<file path="config.mk">
export PLATFORM = sky130hd
export DESIGN_NAME = vga_sync_gen
export DESIGN_NICKNAME = d
export VERILOG_FILES = /design/src/rtl/vga_pkg.sv /design/src/rtl/vga_sync_gen_axis.sv /design/src/rtl/vga_sync_gen.sv
export SDC_FILE = /design/constraint.sdc
export NUM_CORES = 1
export LEC_CHECK = 0
export ABC_AREA = 1
export BUFFER_PORTS_ARGS = -buffer_cell sky130_fd_sc_hd__buf_2
export CAP_MARGIN = 20
export CORE_AREA = 5 5 82 84
export CTS_BUF_LIST = sky130_fd_sc_hd__clkbuf_4
export DETAILED_ROUTE_END_ITERATION = 8
export DIE_AREA = 0 0 87 89
export SLEW_MARGIN = 10
export SYNTH_ARGS = -nofsm -noshare
export SYNTH_HDL_FRONTEND = slang
export SYNTH_HIERARCHICAL = 1
export SYNTH_SLANG_ARGS = --single-unit
</file>
<file path="constraint.sdc">
create_clock -name clk_i -period 4.2 [get_ports clk_i]
set_clock_uncertainty 0.1 [all_clocks]
set_input_delay 0.42 -clock clk_i [delete_from_list [all_inputs] [get_ports clk_i]]
set_output_delay 0.42 -clock clk_i [all_outputs]
set_load 0.05 [all_outputs]
</file>
<file path="src/rtl/vga_pkg.sv">
// Shared 640x480@60 timing constants, counter widths, output bundle type and
// the colour codes used by the downstream RGB stage.
package vga_pkg;

  localparam int H_ACTIVE = 640;
  localparam int H_FP     = 16;
  localparam int H_SYNC   = 96;
  localparam int H_BP     = 48;
  localparam int V_ACTIVE = 480;
  localparam int V_FP     = 10;
  localparam int V_SYNC   = 2;
  localparam int V_BP     = 33;

  localparam int H_TOTAL = H_ACTIVE + H_FP + H_SYNC + H_BP;
  localparam int V_TOTAL = V_ACTIVE + V_FP + V_SYNC + V_BP;

  localparam int H_CNT_W = $clog2(H_TOTAL);
  localparam int V_CNT_W = $clog2(V_TOTAL);
  localparam int ROW_W   = 9;
  localparam int COL_W   = 10;

  typedef logic [2:0] rgb_t;
  localparam rgb_t RED   = 3'b100;
  localparam rgb_t GREEN = 3'b010;
  localparam rgb_t BLUE  = 3'b001;
  localparam rgb_t CYAN  = 3'b011;

  typedef struct packed {
    logic             hsync;
    logic             vsync;
    logic             de;
    logic [ROW_W-1:0] row;
    logic [COL_W-1:0] column;
    logic             frame_start;
  } vga_out_t;

  localparam vga_out_t VGA_OUT_RST = '{
    hsync:       1'b1,
    vsync:       1'b1,
    de:          1'b0,
    row:         '0,
    column:      '0,
    frame_start: 1'b0
  };

endpackage

</file>
<file path="src/rtl/vga_sync_gen_axis.sv">
// One timing axis: free-running wrap counter with active-region and sync-region
// flags, plus a wrap pulse that advances the next axis.
module vga_axis_counter
  import vga_pkg::*;
#(
  parameter int TOTAL  = H_TOTAL,
  parameter int ACTIVE = H_ACTIVE,
  parameter int FP     = H_FP,
  parameter int SYNC   = H_SYNC,
  parameter int W      = H_CNT_W
) (
  input  logic         clk_i,
  input  logic         rst_ni,
  input  logic         adv_i,
  output logic [W-1:0] count_o,
  output logic         active_o,
  output logic         sync_o,
  output logic         wrap_o
);

  localparam logic [W-1:0] LAST_C    = W'(TOTAL - 1);
  localparam logic [W-1:0] ACT_C     = W'(ACTIVE);
  localparam logic [W-1:0] SYNC_LO_C = W'(ACTIVE + FP);
  localparam logic [W-1:0] SYNC_HI_C = W'(ACTIVE + FP + SYNC);

  logic [W-1:0] count_q, count_d;
  logic         last;

  always_comb begin
    last    = (count_q == LAST_C);
    count_d = count_q;
    if (adv_i) begin
      count_d = last ? '0 : count_q + W'(1);
    end
  end

  always_ff @(posedge clk_i or negedge rst_ni) begin
    if (!rst_ni) count_q <= '0;
    else         count_q <= count_d;
  end

  assign count_o  = count_q;
  assign active_o = (count_q < ACT_C);
  assign sync_o   = (count_q >= SYNC_LO_C) && (count_q < SYNC_HI_C);
  assign wrap_o   = adv_i && last;

endmodule

</file>
<file path="src/rtl/vga_sync_gen.sv">
// VGA sync/position generator with registered, mutually aligned outputs.
// Define VGA_CLK_DIV2_EN to run from a 2x pixel clock (advance on alternate cycles).
module vga_sync_gen
  import vga_pkg::*;
#(
  parameter int H_ACTIVE_P = H_ACTIVE,
  parameter int H_FP_P     = H_FP,
  parameter int H_SYNC_P   = H_SYNC,
  parameter int H_BP_P     = H_BP,
  parameter int V_ACTIVE_P = V_ACTIVE,
  parameter int V_FP_P     = V_FP,
  parameter int V_SYNC_P   = V_SYNC,
  parameter int V_BP_P     = V_BP
) (
  input  logic             clk_i,
  input  logic             rst_ni,
  output logic             hsync_o,
  output logic             vsync_o,
  output logic             de_o,
  output logic [ROW_W-1:0] row_o,
  output logic [COL_W-1:0] column_o,
  output logic             frame_start_o,
  output logic             pix_en_o
);

  localparam int H_TOTAL_P = H_ACTIVE_P + H_FP_P + H_SYNC_P + H_BP_P;
  localparam int V_TOTAL_P = V_ACTIVE_P + V_FP_P + V_SYNC_P + V_BP_P;

  logic tick;

`ifdef VGA_CLK_DIV2_EN
  logic tick_q, tick_d;

  always_comb tick_d = ~tick_q;

  always_ff @(posedge clk_i or negedge rst_ni) begin
    if (!rst_ni) tick_q <= 1'b0;
    else         tick_q <= tick_d;
  end

  assign tick     = tick_q;
  assign pix_en_o = tick_q;
`else
  logic pix_en_q, pix_en_d;

  always_comb pix_en_d = 1'b1;

  always_ff @(posedge clk_i or negedge rst_ni) begin
    if (!rst_ni) pix_en_q <= 1'b0;
    else         pix_en_q <= pix_en_d;
  end

  assign tick     = 1'b1;
  assign pix_en_o = pix_en_q;
`endif

  logic [H_CNT_W-1:0] h_cnt;
  logic [V_CNT_W-1:0] v_cnt;
  logic               h_active, h_sync, h_wrap;
  logic               v_active, v_sync, v_wrap_unused;

  vga_axis_counter #(
    .TOTAL (H_TOTAL_P),
    .ACTIVE(H_ACTIVE_P),
    .FP    (H_FP_P),
    .SYNC  (H_SYNC_P),
    .W     (H_CNT_W)
  ) u_h_axis (
    .clk_i   (clk_i),
    .rst_ni  (rst_ni),
    .adv_i   (tick),
    .count_o (h_cnt),
    .active_o(h_active),
    .sync_o  (h_sync),
    .wrap_o  (h_wrap)
  );

  // Vertical axis steps once per line; the frame wrap needs no extra logic.
  vga_axis_counter #(
    .TOTAL (V_TOTAL_P),
    .ACTIVE(V_ACTIVE_P),
    .FP    (V_FP_P),
    .SYNC  (V_SYNC_P),
    .W     (V_CNT_W)
  ) u_v_axis (
    .clk_i   (clk_i),
    .rst_ni  (rst_ni),
    .adv_i   (h_wrap),
    .count_o (v_cnt),
    .active_o(v_active),
    .sync_o  (v_sync),
    .wrap_o  (v_wrap_unused)
  );

  vga_out_t dec;
  vga_out_t out_q, out_d;

  always_comb begin
    dec.hsync       = ~h_sync;
    dec.vsync       = ~v_sync;
    dec.de          = h_active && v_active;
    dec.row         = '0;
    dec.column      = '0;
    dec.frame_start = (h_cnt == '0) && (v_cnt == '0);
    if (dec.de) begin
      dec.row    = v_cnt[ROW_W-1:0];
      dec.column = h_cnt[COL_W-1:0];
    end
    out_d = tick ? dec : out_q;
  end

  always_ff @(posedge clk_i or negedge rst_ni) begin
    if (!rst_ni) out_q <= VGA_OUT_RST;
    else         out_q <= out_d;
  end

  assign hsync_o       = out_q.hsync;
  assign vsync_o       = out_q.vsync;
  assign de_o          = out_q.de;
  assign row_o         = out_q.row;
  assign column_o      = out_q.column;
  assign frame_start_o = out_q.frame_start;

endmodule
</file>
==> impl_metrics.json, run 1 <==
{
  "multi_input_area_um2": 731,
  "worstPathArrival_ns": 2.19,
  "cts-resized-gates": 0,
  "end_kind": "flip-flop",
  "drv_slew": 0,
  "grt_first_pass_wirelength_um": 6710,
  "insertion_delay_ns": 0.34,
  "cts_tree": "built",
  "p_leak_nw": 1.35,
  "core_um2": 5850,
  "ir_drop_uv": 164,
  "drcViolationCount": 0,
  "cts_buffer_depth": 2,
  "area_growth_pct": 17.4,
  "grt_usage_pct": 10.8,
  "syn_inst": 241,
  "path_max_fanout": 8,
  "cp-start-kind": "flip-flop",
  "yosysWarnings": 6,
  "maxCapViolations": 0,
  "cts_root_buf": "clkbuf_4",
  "grt_max_degree": 45,
  "grt.overflow.total": 0,
  "avgRoutedWirePerCell_um": 10.4,
  "postRouteAntennaNets": 0,
  "postSynthAreaPerCell_um2": 8.34,
  "antenna_found_initial": 0,
  "port_buffers": 25,
  "num_rows": 28,
  "setup_viol": 0,
  "finalSetupTns_ns": 0,
  "die_w_um": 87,
  "final_nets": 287,
  "p_per_area_nw_per_um2": 385,
  "cts_buffers": 5,
  "nFillCells": 571,
  "vias": 1521,
  "place_hpwl_um": 2650,
  "clk_pin_slew_ns": 0.13,
  "r2r_cells": 10,
  "cp-endpoint": "u_v_axis/count_o[9]",
  "netlist_area_um2": 2010,
  "crit_required_ns": 4.35,
  "worst_slew_pin_slew_ns": 0.649,
  "finalHoldViolCount": 0,
  "top_level_ports": 26,
  "wirelength_um": 3700,
  "r2r-start": "u_h_axis/count_o[1]",
  "max_freq_ghz": 0.491,
  "critPathLaunch": "u_h_axis/count_o[1]",
  "hold_path_class": "primary input to async pin",
  "status": "complete, no violations",
  "placed_cells": 347,
  "slew_headroom_pct": 56.6,
  "start_util_pct": 34.3,
  "finalCriticalPeriod_ns": 2.04,
  "vias_per_cell": 4.26,
  "cts_sinks": 44,
  "first_pass_iters": 4,
  "ff_latch_area_um2": 1100,
  "min_period_over_period_pct": 48.5,
  "drive_gt1_share_pct": 17.4,
  "grt_pass1_vias": 1477,
  "fp.dieArea_um2": 7740,
  "globalplace.congestion": 0.862,
  "rsz0062_at_grt": "no",
  "reg2reg_slack_ns": 2.16,
  "antenna_cells": 0,
  "drt_iter0_markers": 102,
  "die_h_um": 89,
  "layout.cells.non_filler": 357,
  "ctsHtreeMaxLevel": 2,
  "reg2reg_to": "u_v_axis/count_o[9]",
  "crit_type": "flip-flop to flip-flop"
}
## flip-flops by register name (all words and copies together), names as in the netlist
signal / flops
hsync_o: 1
pix_en_o: 1
u_h_axis/count_o: 10
frame_start_o: 1
column_o: 10
row_o: 9
vsync_o: 1
u_v_axis/count_o: 10
de_o: 1
## layer usage
metal	part of all wire (%)	global-route usage, %	up-vias
met3	5.1	2.76	2
met2	45	17.6	36
met1	49	13.9	693
li1	-	-	790
met4	1.1	4.25	0
met5	0	0	-
## through the flow
stage                     cell area [um^2]  util, %  total power [mW]  worst slack [ns]  hold slack (ns)
after global placement                2250     38.4             0.651              2.25            0.450
after floorplan                       2040        -             0.610              2.44           0.0244
after detailed placement              2250     38.4             0.653              2.19            0.452
after global routing                  2360     40.3             0.976              1.96            0.454
after CTS                             2330     39.8             0.918              2.17            0.145
final                                 2360     40.3             0.909              2.16            0.419
## cell type report
type                    instances  share of cell area, %
repair buffers                 27                   6.58
clock inverters                 2                   1.49
multi-input cells             151                   31.0
well taps                      75                   3.98
flip-flops and latches         44                   46.8
inverters                      52                   8.28
clock buffers                   6                   1.91
## cell usage in the layout, fill, tap and decap left out, types with 2 or more instances in the layout
master and instances:
inv_1 52, nor2_1 47, dfrtp_1 42, nand2_1 40, buf_2 25, nand3_1 15
conb_1 9, nand4_1 6, clkbuf_4 6, o21ai_0 6, nor2_2 4, xor2_1 4
nand2_2 4, ha_1 4, dfstp_2 2
## worst min-delay path by stage
stage                              startpoint                   to  slack, ns  cells after the start
after floorplan                        rst_ni          column_o[0]       0.02                      0
after CTS                              rst_ni  u_v_axis/count_o[0]       0.14                      1
after global routing                   rst_ni  u_v_axis/count_o[0]       0.45                      2
final                                  rst_ni  u_v_axis/count_o[0]       0.42                      2
after global placement    u_h_axis/count_o[8]          column_o[8]       0.45                      2
after detailed placement  u_h_axis/count_o[8]          column_o[8]       0.45                      2
## critical path, cell delays in order (launching register included)
cell and delay, ns:
dfrtp_1 0.44, ha_1 0.22, nand2_1 0.07, nor2_1 0.13, nand4_1 0.19, inv_1 0.24, nand2_1 0.12, nor2_4 0.15
nand3_1 0.12, nor2_1 0.13, nor2_2 0.05
## timing repair
action,in CTS,in global routing
setup buffers,0,0
hold buffers,0,1
endpoints found under the hold margin,0,14
## where the power goes
group,switching [mW],leakage (nW),internal (mW)
Sequential,0.0572,0.561,0.458
Combinational,0.0852,0.743,0.0458
Clock,0.131,0.0456,0.131
Power figures use the tool's default switching activity.
==> run 2: changes to the inputs <==
clock period = 2 ns   (was 4.2 ns; I/O delays follow)
==> impl_metrics.json, run 2 (same netlist as run 1, synthesis figures left out) <==
{
  "min_period_over_period_pct": 90.2,
  "worstPathArrival_ns": 1.96,
  "finalHoldWorstSlack_ns": 0.232,
  "top_level_ports": 26,
  "avgRoutedWirePerCell_um": 10.4,
  "crit_type": "flip-flop to flip-flop",
  "setup_viol": 0,
  "nFillCells": 572,
  "cp-start-kind": "flip-flop",
  "place_hpwl_um": 2740,
  "globalplace.congestion": 0.845,
  "area_growth_pct": 20.4,
  "antenna_cells": 0,
  "slowest_delay_ns": 0.42,
  "drt_iter0_markers": 95,
  "grt.overflow.total": 0,
  "cts_tree": "built",
  "insertion_delay_ns": 0.35,
  "p_per_area_nw_per_um2": 820,
  "finalCriticalPeriod_ns": 1.80,
  "start_util_pct": 34.3,
  "crit_required_ns": 2.16,
  "maxCapViolations": 0,
  "end_kind": "flip-flop",
  "worst_slew_pin_slew_ns": 0.512,
  "cts_buffer_depth": 2,
  "port_buffers": 25,
  "p_leak_nw": 1.39,
  "vias": 1527,
  "die_w_um": 87,
  "crit_chain": "ha_1 > nand2_1 > nor2_1 > nand4_1 > inv_2 > nand2_1 > nor2_2 > nand2_2 > xor2_1 > inv_1",
  "critPathSlowestCell": "dfrtp_1",
  "ir_drop_uv": 335,
  "core_um2": 5850,
  "first_pass_iters": 4,
  "final_cell_mix": "51 x inv_1, 47 x nor2_1, 41 x dfrtp_1",
  "status": "complete, no violations",
  "cp_top_family": "simple AND/OR/NAND/NOR gates",
  "grt_max_degree": 25,
  "cts_buffers": 5,
  "max_freq_ghz": 0.555,
  "finalHoldViolCount": 0,
  "path_depth": 10,
  "fp.dieArea_um2": 7740,
  "wirelength_um": 3810,
  "cts_root_buf": "clkbuf_4",
  "path_max_fanout": 5,
  "num_rows": 28,
  "final_nets": 295,
  "slew_headroom_pct": 65.9,
  "power_mw": 1.98,
  "grt_first_pass_wirelength_um": 6880,
  "drive_gt1_share_pct": 20.3,
  "r2r_cells": 10,
  "cts_sinks": 44,
  "cpMostUsedCell": "nand2_1",
  "drcViolationCount": 0,
  "hold_path_class": "primary input to async pin",
  "grt_pass1_vias": 1511,
  "vias_per_cell": 4.18,
  "postRouteAntennaNets": 0,
  "drv_slew": 0,
  "antenna_found_initial": 0,
  "layout_commonest_cell": "inv_1",
  "fin_util_pct": 41.4,
  "clk_pin_slew_ns": 0.13,
  "grt_usage_pct": 11.4,
  "crit_buf_inv": 2,
  "ctsHtreeMaxLevel": 2,
  "die_h_um": 89
}
==> run 2: cell types whose count changed in the layout (fill, tap and decap cells not counted) <==
cell and change:
inv_1 -1, inv_2 +1, dfrtp_1 -1, buf_4 +8, dfrtp_2 +1
==> run 2: layout make-up <==
class,instances,area [um^2],area share [%]
Tap cell,75,93.8,3.88
Clock inverter,2,35.0,1.45
Clock buffer,6,45.0,1.86
Multi-Input combinational cell,151,731,30.2
Timing Repair Buffer,35,215,8.89
Sequential cell,44,1100,45.7
Inverter,52,195,8.07
==> run 2: report_power, final <==
part	total [mW]	internal [mW]	switching, mW
clock network	0.563	0.276	0.288
registers	1.03	0.964	0.0674
logic	0.390	0.145	0.244
==> run 2: path summary, 6_finish.rpt <==
path,startpoint,slack [ns],to
max,u_h_axis/count_o[0],0.20,u_v_axis/count_o[6]
min,rst_ni,0.23,u_v_axis/count_o[1]
max reg2reg,u_h_axis/count_o[0],0.20,u_v_axis/count_o[6]
min reg2reg,u_h_axis/count_o[3],0.47,column_o[3]
max in group asynchronous,rst_ni,1.00,hsync_o
min in group clk_i,u_h_axis/count_o[3],0.47,column_o[3]
==> run 2: timing repair <==
item,CTS,global route
setup buffers,0,1
hold buffers,1,0
endpoints found under the hold margin,19,0
resized for setup,0,2
endpoints found under the setup margin,0,6
==> run 2: per-layer routing <==
metal	part of all wire (%)	global-route usage [%]	up-vias
li1	-	-	812
met2	44	17.5	33
met3	5.3	2.76	6
met5	0	0	-
met1	49	14.8	676
met4	2.0	6.37	0
==> run 2: worst reg2reg max path: cells and delay by family (launching register included) <==
kind / cells / cell delay, ns
flip-flops: 1 / 0.42
adder cells (fa/ha/maj): 1 / 0.21
AND/OR/NAND/NOR: 6 / 0.66
XOR/XNOR: 1 / 0.13
buffers and inverters: 2 / 0.18
==> run 2: through the flow <==
| stage | setup slack (ns) | std cells | setup TNS (ns) | cell area [um^2] |
|---|---|---|---|---|
| 3_3_place_gp | 0.213 | 355 | 0 | 2320 |
| 6_report | 0.197 | 365 | 0 | 2420 |
| 5_1_grt | -0.00222 | 365 | -0.00222 | 2420 |
| 2_1_floorplan | 0.237 | 249 | 0 | 2040 |
| 3_5_place_dp | 0.148 | 355 | 0 | 2320 |
| 4_1_cts | 0.124 | 364 | 0 | 2410 |
